[config.mk]
export PLATFORM = sky130hd
export DESIGN_NAME = gbt_link_supervisor_flat
export DESIGN_NICKNAME = d
export VERILOG_FILES = /design/src/rtl/gbt_supervisor_pkg.sv /design/src/rtl/gbt_link_supervisor_if.sv /design/src/rtl/gbt_link_fsm.sv /design/src/rtl/gbt_link_supervisor.sv /design/src/flat_wrapper.sv
export SDC_FILE = /design/constraint.sdc
export NUM_CORES = 1
export LEC_CHECK = 0
export CORE_MARGIN = 3
export CORE_UTILIZATION = 59
export DETAILED_ROUTE_END_ITERATION = 8
export PLACE_DENSITY_LB_ADDON = 0.15
export SLEW_MARGIN = 30
export SYNTH_ARGS = -nofsm -noshare
export SYNTH_HDL_FRONTEND = slang
export SYNTH_HIERARCHICAL = 1
export SYNTH_SLANG_ARGS = --single-unit
[constraint.sdc]
create_clock -name clk_i -period 4.85 [get_ports clk_i]
set_clock_uncertainty 0.15 [all_clocks]
set_input_delay 0.7275 -clock clk_i [delete_from_list [all_inputs] [get_ports clk_i]]
set_output_delay 0.7275 -clock clk_i [all_outputs]
set_load 0.01 [all_outputs]
[src/rtl/gbt_supervisor_pkg.sv]
// Shared types and helpers for the multi-link GBT supervisor.
package gbt_supervisor_pkg;

    localparam int unsigned StateW = 3;

    typedef enum logic [StateW-1:0] {
        StIdle     = 3'd0,
        StWaitMgt  = 3'd1,
        StWaitLink = 3'd2,
        StUp       = 3'd3,
        StFault    = 3'd4
    } link_state_t;

    function automatic int unsigned max_u(int unsigned a, int unsigned b);
        return (a > b) ? a : b;
    endfunction

endpackage

[src/rtl/gbt_link_supervisor_if.sv]
// Board-status / bank-reset bundle between the supervisor and the GBT banks.
interface gbt_link_supervisor_if
    import gbt_supervisor_pkg::*;
#(
    parameter int unsigned NUM_LINKS = 1,
    parameter int unsigned CNT_W     = 16
) ();
    logic [NUM_LINKS-1:0]       enable_i;
    logic [NUM_LINKS-1:0]       los_i;
    logic [NUM_LINKS-1:0]       clear_fault_i;
    logic [NUM_LINKS-1:0]       mgt_txready_i;
    logic [NUM_LINKS-1:0]       mgt_rxready_i;
    logic [NUM_LINKS-1:0]       link_ready_i;
    logic [NUM_LINKS-1:0]       rx_error_i;
    logic [NUM_LINKS-1:0]       mgt_txreset_o;
    logic [NUM_LINKS-1:0]       mgt_rxreset_o;
    logic [NUM_LINKS-1:0]       gbt_txreset_o;
    logic [NUM_LINKS-1:0]       gbt_rxreset_o;
    logic [NUM_LINKS-1:0]       link_up_o;
    logic [NUM_LINKS-1:0]       fault_o;
    logic                       all_up_o;
    logic [StateW*NUM_LINKS-1:0] state_o;
    logic [CNT_W*NUM_LINKS-1:0] loss_cnt_o;
    logic [CNT_W*NUM_LINKS-1:0] err_cnt_o;

    // master = supervisor side, slave = board/bank side
    modport master (
        input  enable_i, los_i, clear_fault_i, mgt_txready_i, mgt_rxready_i,
               link_ready_i, rx_error_i,
        output mgt_txreset_o, mgt_rxreset_o, gbt_txreset_o, gbt_rxreset_o,
               link_up_o, fault_o, all_up_o, state_o, loss_cnt_o, err_cnt_o
    );

    modport slave (
        output enable_i, los_i, clear_fault_i, mgt_txready_i, mgt_rxready_i,
               link_ready_i, rx_error_i,
        input  mgt_txreset_o, mgt_rxreset_o, gbt_txreset_o, gbt_rxreset_o,
               link_up_o, fault_o, all_up_o, state_o, loss_cnt_o, err_cnt_o
    );

endinterface

[src/rtl/gbt_link_fsm.sv]
// Single-link bring-up sequencer: FSM, shared timer, stability/retry counters, loss counter.
// GBT_SUPERVISOR_ERRCNT_EN adds a saturating rx-error counter active while UP.
module gbt_link_fsm
    import gbt_supervisor_pkg::*;
#(
    parameter int unsigned INITIAL_DELAY = 40000000,
    parameter int unsigned READY_TIMEOUT = 4096,
    parameter int unsigned STABLE_CYCLES = 256,
    parameter int unsigned MAX_RETRIES   = 8,
    parameter int unsigned CNT_W         = 16
) (
    input  logic             clk_i,
    input  logic             reset_i,
    input  logic             enable_i,
    input  logic             los_i,
    input  logic             clear_fault_i,
    input  logic             mgt_txready_i,
    input  logic             mgt_rxready_i,
    input  logic             link_ready_i,
    input  logic             rx_error_i,
    output logic             mgt_txreset_o,
    output logic             mgt_rxreset_o,
    output logic             gbt_txreset_o,
    output logic             gbt_rxreset_o,
    output logic             link_up_o,
    output logic             fault_o,
    output link_state_t      state_o,
    output logic [CNT_W-1:0] loss_cnt_o,
    output logic [CNT_W-1:0] err_cnt_o
);

    localparam int unsigned TimerW = $clog2(max_u(INITIAL_DELAY, READY_TIMEOUT));
    localparam int unsigned StabW  = $clog2(STABLE_CYCLES + 1);
    localparam int unsigned RetryW = $clog2(MAX_RETRIES + 1);
    localparam logic [CNT_W-1:0] CntMax = '1;

    link_state_t       state_q, state_d;
    logic [TimerW-1:0] timer_q, timer_d;
    logic [StabW-1:0]  stab_q, stab_d;
    logic [RetryW-1:0] retry_q, retry_d;
    logic [CNT_W-1:0]  loss_q, loss_d;

    logic              mgt_ready;
    logic [RetryW-1:0] retry_inc;
    link_state_t       fail_state;

    always_ff @(posedge clk_i) begin
        if (reset_i) begin
            state_q <= StIdle;
            timer_q <= '0;
            stab_q  <= '0;
            retry_q <= '0;
            loss_q  <= '0;
        end else begin
            state_q <= state_d;
            timer_q <= timer_d;
            stab_q  <= stab_d;
            retry_q <= retry_d;
            loss_q  <= loss_d;
        end
    end

    assign mgt_ready  = mgt_txready_i & mgt_rxready_i;
    assign retry_inc  = retry_q + 1'b1;
    assign fail_state = (retry_inc == RetryW'(MAX_RETRIES)) ? StFault : StIdle;

    always_comb begin
        state_d = state_q;
        timer_d = timer_q;
        stab_d  = stab_q;
        retry_d = retry_q;
        loss_d  = loss_q;
        if (!enable_i) begin
            state_d = StIdle;
            timer_d = '0;
            stab_d  = '0;
            retry_d = '0;
        end else if (los_i && state_q != StFault) begin
            state_d = StIdle;
            timer_d = '0;
            stab_d  = '0;
        end else begin
            unique case (state_q)
                StIdle: begin
                    if (timer_q == TimerW'(INITIAL_DELAY - 1)) begin
                        state_d = StWaitMgt;
                        timer_d = '0;
                    end else begin
                        timer_d = timer_q + 1'b1;
                    end
                end
                StWaitMgt: begin
                    if (mgt_ready) begin
                        state_d = StWaitLink;
                        timer_d = '0;
                        stab_d  = '0;
                    end else if (timer_q == TimerW'(READY_TIMEOUT - 1)) begin
                        state_d = fail_state;
                        retry_d = retry_inc;
                        timer_d = '0;
                    end else begin
                        timer_d = timer_q + 1'b1;
                    end
                end
                StWaitLink: begin
                    // A ready drop beats a same-cycle success or timeout.
                    if (!mgt_ready || (!(link_ready_i && stab_q == StabW'(STABLE_CYCLES - 1))
                                       && timer_q == TimerW'(READY_TIMEOUT - 1))) begin
                        state_d = fail_state;
                        retry_d = retry_inc;
                        timer_d = '0;
                        stab_d  = '0;
                    end else if (link_ready_i && stab_q == StabW'(STABLE_CYCLES - 1)) begin
                        state_d = StUp;
                        retry_d = '0;
                        timer_d = '0;
                        stab_d  = '0;
                    end else begin
                        timer_d = timer_q + 1'b1;
                        stab_d  = link_ready_i ? stab_q + 1'b1 : '0;
                    end
                end
                StUp: begin
                    if (!(link_ready_i && mgt_ready)) begin
                        state_d = StIdle;
                        loss_d  = (loss_q == CntMax) ? loss_q : loss_q + 1'b1;
                    end
                end
                StFault: begin
                    if (clear_fault_i) begin
                        state_d = StIdle;
                        retry_d = '0;
                    end
                end
                default: state_d = StIdle;
            endcase
        end
    end

    always_comb begin
        mgt_txreset_o = 1'b1;
        mgt_rxreset_o = 1'b1;
        gbt_txreset_o = 1'b1;
        gbt_rxreset_o = 1'b1;
        link_up_o     = 1'b0;
        fault_o       = 1'b0;
        unique case (state_q)
            StWaitMgt: begin
                mgt_txreset_o = 1'b0;
                mgt_rxreset_o = 1'b0;
            end
            StWaitLink: begin
                mgt_txreset_o = 1'b0;
                mgt_rxreset_o = 1'b0;
                gbt_txreset_o = 1'b0;
                gbt_rxreset_o = 1'b0;
            end
            StUp: begin
                mgt_txreset_o = 1'b0;
                mgt_rxreset_o = 1'b0;
                gbt_txreset_o = 1'b0;
                gbt_rxreset_o = 1'b0;
                link_up_o     = 1'b1;
            end
            StFault: fault_o = 1'b1;
            default: ;
        endcase
    end

    assign state_o    = state_q;
    assign loss_cnt_o = loss_q;

`ifdef GBT_SUPERVISOR_ERRCNT_EN
    logic [CNT_W-1:0] err_q, err_d;

    always_comb begin
        err_d = err_q;
        if (state_q == StUp && rx_error_i && err_q != CntMax) begin
            err_d = err_q + 1'b1;
        end
    end

    always_ff @(posedge clk_i) begin
        if (reset_i) begin
            err_q <= '0;
        end else begin
            err_q <= err_d;
        end
    end

    assign err_cnt_o = err_q;
`else
    logic unused_rx_error;
    assign unused_rx_error = rx_error_i;
    assign err_cnt_o       = '0;
`endif

endmodule

[src/rtl/gbt_link_supervisor.sv]
// Multi-link GBT supervisor: one gbt_link_fsm per link plus the all-links-up summary.
// Optional rx-error counters are built when GBT_SUPERVISOR_ERRCNT_EN is defined.
module gbt_link_supervisor
    import gbt_supervisor_pkg::*;
#(
    parameter int unsigned NUM_LINKS     = 1,
    parameter int unsigned INITIAL_DELAY = 40000000,
    parameter int unsigned READY_TIMEOUT = 4096,
    parameter int unsigned STABLE_CYCLES = 256,
    parameter int unsigned MAX_RETRIES   = 8,
    parameter int unsigned CNT_W         = 16
) (
    input logic                   clk_i,
    input logic                   reset_i,
    gbt_link_supervisor_if.master sup_io
);

    logic [NUM_LINKS-1:0] mgt_txreset, mgt_rxreset, gbt_txreset, gbt_rxreset;
    logic [NUM_LINKS-1:0] link_up, fault;
    link_state_t          link_state [NUM_LINKS];
    logic [CNT_W-1:0]     loss_cnt   [NUM_LINKS];
    logic [CNT_W-1:0]     err_cnt    [NUM_LINKS];

    logic [StateW*NUM_LINKS-1:0] state_flat;
    logic [CNT_W*NUM_LINKS-1:0]  loss_flat, err_flat;

    for (genvar l = 0; l < NUM_LINKS; l++) begin : g_link
        gbt_link_fsm #(
            .INITIAL_DELAY (INITIAL_DELAY),
            .READY_TIMEOUT (READY_TIMEOUT),
            .STABLE_CYCLES (STABLE_CYCLES),
            .MAX_RETRIES   (MAX_RETRIES),
            .CNT_W         (CNT_W)
        ) u_fsm (
            .clk_i         (clk_i),
            .reset_i       (reset_i),
            .enable_i      (sup_io.enable_i[l]),
            .los_i         (sup_io.los_i[l]),
            .clear_fault_i (sup_io.clear_fault_i[l]),
            .mgt_txready_i (sup_io.mgt_txready_i[l]),
            .mgt_rxready_i (sup_io.mgt_rxready_i[l]),
            .link_ready_i  (sup_io.link_ready_i[l]),
            .rx_error_i    (sup_io.rx_error_i[l]),
            .mgt_txreset_o (mgt_txreset[l]),
            .mgt_rxreset_o (mgt_rxreset[l]),
            .gbt_txreset_o (gbt_txreset[l]),
            .gbt_rxreset_o (gbt_rxreset[l]),
            .link_up_o     (link_up[l]),
            .fault_o       (fault[l]),
            .state_o       (link_state[l]),
            .loss_cnt_o    (loss_cnt[l]),
            .err_cnt_o     (err_cnt[l])
        );
    end

    always_comb begin
        state_flat = '0;
        loss_flat  = '0;
        err_flat   = '0;
        for (int l = 0; l < NUM_LINKS; l++) begin
            state_flat[l*StateW +: StateW] = link_state[l];
            loss_flat[l*CNT_W +: CNT_W]    = loss_cnt[l];
            err_flat[l*CNT_W +: CNT_W]     = err_cnt[l];
        end
    end

    assign sup_io.mgt_txreset_o = mgt_txreset;
    assign sup_io.mgt_rxreset_o = mgt_rxreset;
    assign sup_io.gbt_txreset_o = gbt_txreset;
    assign sup_io.gbt_rxreset_o = gbt_rxreset;
    assign sup_io.link_up_o     = link_up;
    assign sup_io.fault_o       = fault;
    assign sup_io.state_o       = state_flat;
    assign sup_io.loss_cnt_o    = loss_flat;
    assign sup_io.err_cnt_o     = err_flat;

    // Disabled links don't hold all_up low; with none enabled it stays low.
    assign sup_io.all_up_o = (|sup_io.enable_i) & (&(link_up | ~sup_io.enable_i));

endmodule

[src/flat_wrapper.sv]
// flat-port wrapper written by rule: the top's interface ports become plain ports
module gbt_link_supervisor_flat import gbt_supervisor_pkg::*;
#(
    parameter int unsigned NUM_LINKS     = 1,
    parameter int unsigned INITIAL_DELAY = 40000000,
    parameter int unsigned READY_TIMEOUT = 4096,
    parameter int unsigned STABLE_CYCLES = 256,
    parameter int unsigned MAX_RETRIES   = 8,
    parameter int unsigned CNT_W         = 16
)
  (clk_i, reset_i, sup_io_enable_i, sup_io_los_i, sup_io_clear_fault_i, sup_io_mgt_txready_i, sup_io_mgt_rxready_i, sup_io_link_ready_i, sup_io_rx_error_i, sup_io_mgt_txreset_o, sup_io_mgt_rxreset_o, sup_io_gbt_txreset_o, sup_io_gbt_rxreset_o, sup_io_link_up_o, sup_io_fault_o, sup_io_all_up_o, sup_io_state_o, sup_io_loss_cnt_o, sup_io_err_cnt_o);
  gbt_link_supervisor_if #(.NUM_LINKS(NUM_LINKS), .CNT_W(CNT_W)) sup_io_i ();
  input logic clk_i;
  input logic reset_i;
  input wire logic [$bits(sup_io_i.enable_i)-1:0] sup_io_enable_i;
  input wire logic [$bits(sup_io_i.los_i)-1:0] sup_io_los_i;
  input wire logic [$bits(sup_io_i.clear_fault_i)-1:0] sup_io_clear_fault_i;
  input wire logic [$bits(sup_io_i.mgt_txready_i)-1:0] sup_io_mgt_txready_i;
  input wire logic [$bits(sup_io_i.mgt_rxready_i)-1:0] sup_io_mgt_rxready_i;
  input wire logic [$bits(sup_io_i.link_ready_i)-1:0] sup_io_link_ready_i;
  input wire logic [$bits(sup_io_i.rx_error_i)-1:0] sup_io_rx_error_i;
  output wire logic [$bits(sup_io_i.mgt_txreset_o)-1:0] sup_io_mgt_txreset_o;
  output wire logic [$bits(sup_io_i.mgt_rxreset_o)-1:0] sup_io_mgt_rxreset_o;
  output wire logic [$bits(sup_io_i.gbt_txreset_o)-1:0] sup_io_gbt_txreset_o;
  output wire logic [$bits(sup_io_i.gbt_rxreset_o)-1:0] sup_io_gbt_rxreset_o;
  output wire logic [$bits(sup_io_i.link_up_o)-1:0] sup_io_link_up_o;
  output wire logic [$bits(sup_io_i.fault_o)-1:0] sup_io_fault_o;
  output wire logic [$bits(sup_io_i.all_up_o)-1:0] sup_io_all_up_o;
  output wire logic [$bits(sup_io_i.state_o)-1:0] sup_io_state_o;
  output wire logic [$bits(sup_io_i.loss_cnt_o)-1:0] sup_io_loss_cnt_o;
  output wire logic [$bits(sup_io_i.err_cnt_o)-1:0] sup_io_err_cnt_o;
  assign sup_io_i.enable_i = sup_io_enable_i;
  assign sup_io_i.los_i = sup_io_los_i;
  assign sup_io_i.clear_fault_i = sup_io_clear_fault_i;
  assign sup_io_i.mgt_txready_i = sup_io_mgt_txready_i;
  assign sup_io_i.mgt_rxready_i = sup_io_mgt_rxready_i;
  assign sup_io_i.link_ready_i = sup_io_link_ready_i;
  assign sup_io_i.rx_error_i = sup_io_rx_error_i;
  assign sup_io_mgt_txreset_o = sup_io_i.mgt_txreset_o;
  assign sup_io_mgt_rxreset_o = sup_io_i.mgt_rxreset_o;
  assign sup_io_gbt_txreset_o = sup_io_i.gbt_txreset_o;
  assign sup_io_gbt_rxreset_o = sup_io_i.gbt_rxreset_o;
  assign sup_io_link_up_o = sup_io_i.link_up_o;
  assign sup_io_fault_o = sup_io_i.fault_o;
  assign sup_io_all_up_o = sup_io_i.all_up_o;
  assign sup_io_state_o = sup_io_i.state_o;
  assign sup_io_loss_cnt_o = sup_io_i.loss_cnt_o;
  assign sup_io_err_cnt_o = sup_io_i.err_cnt_o;
  gbt_link_supervisor #(.NUM_LINKS(NUM_LINKS), .INITIAL_DELAY(INITIAL_DELAY), .READY_TIMEOUT(READY_TIMEOUT), .STABLE_CYCLES(STABLE_CYCLES), .MAX_RETRIES(MAX_RETRIES), .CNT_W(CNT_W)) u_core (.clk_i(clk_i), .reset_i(reset_i), .sup_io(sup_io_i));
endmodule
==> results.md <==
* Run status: complete, no violations
* Tmin final at 3020 ps
* Total number of yosys warnings at 6
* Area growth, synth to finish at 14.2%
* DP Area at 3710 µm²
* Top post-synthesis cells by area: dfxtp_1 (34%), nand2_1 (5.6%), buf_4 (4.6%)
* Max Fclk at 0.331 GHz
* Sw Share at 0.212
* Vias in the first global route at 2679
* Routed Wire Length at 7530 µm
* RSZ-0062 raised after global routing: false
* Most frequent cell after synthesis: dfxtp_1
* # IOs at 51
* Critical-path top delay cell: nand2_2
* Yosys top cell area share at 0.337
* FF+latch count, synth at 58
* Crit path max-delay family: simple AND/OR/NAND/NOR gates
* Crit path required time at 4980 ps
* Sinks on Clock Net at 58
* Clock latency of the later-clocked register in the worst-skew pair at 330 ps
* Leak at 1.38 nW
* N_diodes at 0
* Internal Pwr Total at 0.790 mW
* Final nets at 458
* Remaining antenna violation count after routing at 0
* GRT Total Usage at 0.233
* NetSw at 0.213 mW
* Power Dens Cells at 255 nW/µm²
* Synth Cell Area at 3440 µm²
* Finish-stage setup viols at 0
* Max IR drop VDD at 273 µV
* First-pass GRT wire length at 12300 µm
* Max Root-Sink Buffers at 2
* Core area at 5570 µm²
* Drt drc at 0
* Post-Syn Area per Cell at 8.29 µm²
* GP Congestion at 0.824
* CTS resizes at 0
* Die area at 6790 µm²
* Startpoint class of the critical path: input port
* CP Capture Type: register
* Clock Root Buffer: clkbuf_8
* Antenna violations before repair at 0
* Vias/cell at 5.86
* Row cnt at 27
* H-tree levels at 3
* Tightest Hold Check Type: reg -> reg
* Max Cap Violations at 0
* Cts hold-fix bufs at 0
* Clock power share at 0.488
* Post-synth cell types at 70
* Final Cell Area at 3930 µm²
* Logic pwr share at 0.036
* Relative slew slack at 0.490
* Synth async-reset ratio at 0
* WP buf/inv at 2
* Wire per inst at 14.5 µm
* Largest net degree at the start of global routing at 36
* Reg power frac at 0.476
* Remaining global-route overflow at 0
* Most area-hungry cell type in the Yosys netlist: dfxtp_1
* Initial DRC count at 203
* Post-Synthesis Cells at 415
* Most instantiated cells after synthesis: dfxtp_1 (58), nand2_1 (51), nor2_1 (41)
* Starting Density at 0.618
* Top_reg_cell synth: dfxtp_1
* Pins over their slew limit at 0
* Crit path max fanout at 35
* Drt pass-1 iters at 4
* CP Class: in -> reg
* R2r setup slk at 2060 ps
* Max stage delay on crit path at 520 ps
* Setup bufs post-CTS at 0
* CTS tree: yes
* Sequential cell area at 1160 µm²
* Final Cycle Share at 0.623
* Die Y at 82.4 µm
* Crit path DAT at 3150 ps
* Worst slew pin tran at 766 ps
* DIE WIDTH at 82.4 µm
* Fin Setup TNS at 0 ps
* Filler cells at 460
* Area occupied by multi-input gates at 2090 µm²
* Placed wire-length estimate at 5240 µm
* Cts bufs inserted at 9
* Number of synthesized flops with an enable pin at 0
* CTS clock-pin slew for the worst setup and hold paths at 60 ps
* DR vias at 3049
* Critical path cell sequence: clkdlybuf4s50_1, buf_4, nand2b_1, nor3_2, o221ai_1, nand2_2, or3b_1, nand3_1
* Share of cells above drive strength 1 at 0.0871
* I/O Buffers at 33
* Final Hold Fails at 0
* Fraction of the yosys area taken by sequential cells at 0.337
-- power groups by stage --
| stage | combinational, mW | clock [mW] | sequential, mW |
|---|---|---|---|
| 6_report | 0.0362 | 0.489 | 0.477 |
| 5_1_grt | 0.0402 | 0.521 | 0.477 |
| 4_1_cts | 0.0357 | 0.501 | 0.477 |
| 3_5_place_dp | 0.0355 | 0 | 0.488 |
| 3_3_place_gp | 0.0349 | 0 | 0.488 |
| 2_1_floorplan | 0.0340 | 0 | 0.488 |
-- layout by cell type (no fill, tap or decap), types with 3 or more instances in the layout --
master	count
clkdlybuf4s50_1	33
a31oi_1	13
and3_1	10
ha_1	6
and4_1	4
xor2_1	17
nor4_1	4
inv_1	9
mux2i_1	6
nand3_1	25
xnor2_1	5
conb_1	16
nor3_1	6
nand2_1	51
and2_1	5
a21oi_1	24
or3_1	4
dfxtp_1	58
nor2b_1	4
nand4_1	15
clkbuf_8	10
nor2_1	41
o21ai_0	9
nor4_4	3
nand2b_1	7
-- metrics by stage --
step,instances,power [mW],util,worst slack (ps),hold slack (ps)
floorplan,430,0.522,-,2500,282
global placement,504,0.523,0.666,1560,288
detailed placement,504,0.524,0.666,1530,304
CTS,520,1.01,0.705,1850,312
global route,520,1.04,0.705,1650,335
finish,520,1.00,0.705,1830,310
-- cell families after synthesis --
kind of cell               synth area share
and+or+nand+nor                       0.323
other                               0.00109
AOI/OAI and AO/OA                     0.168
DFF                                   0.337
xor gates and xnor gates             0.0560
muxes                                0.0207
buffers and inverters                0.0723
adders and majority gates            0.0218
-- layer usage --
layer  global-route usage  share of wire
met1                0.298           0.44
met5                    0              0
met3               0.0629          0.063
met4               0.0814          0.015
met2                0.377           0.48
-- worst min-delay path, delay by kind of cell, from the launching register on --
family / cells / cell delay [ps]
compound gates: 1 / 50
flops: 1 / 310
simple gates: 1 / 50
-- final cells by class --
type / count / share of cell area
repair buffers: 34 / 0.0860
clock buffers: 11 / 0.0360
clock inverters: 5 / 0.0197
well taps: 72 / 0.0229
inverters: 9 / 0.00860
flip-flops and latches: 58 / 0.295
multi-input cells: 331 / 0.531
-- flip-flops by register name, indices dropped and copies added (netlist names) --
signal                          cells
u_core/g_link.u_fsm/stab_q          9
u_core/g_link.u_fsm/state_o         3
u_core/g_link.u_fsm/timer_q        26
u_core/g_link.u_fsm/retry_q         4
u_core/g_link.u_fsm/loss_cnt_o     16
-- path summary, 6_finish.rpt --
check	startpoint	end	cells past startpoint
worst max-delay path	reset_i	u_core/g_link[0].u_fsm/timer_q[15]	8
worst min register to register	u_core/g_link[0].u_fsm/stab_q[8]	u_core/g_link[0].u_fsm/stab_q[8]	2
worst min-delay path	u_core/g_link[0].u_fsm/stab_q[8]	u_core/g_link[0].u_fsm/stab_q[8]	2
worst max register to register	u_core/g_link[0].u_fsm/stab_q[0]	u_core/g_link[0].u_fsm/timer_q[15]	10
Power figures use the tool's default switching activity.
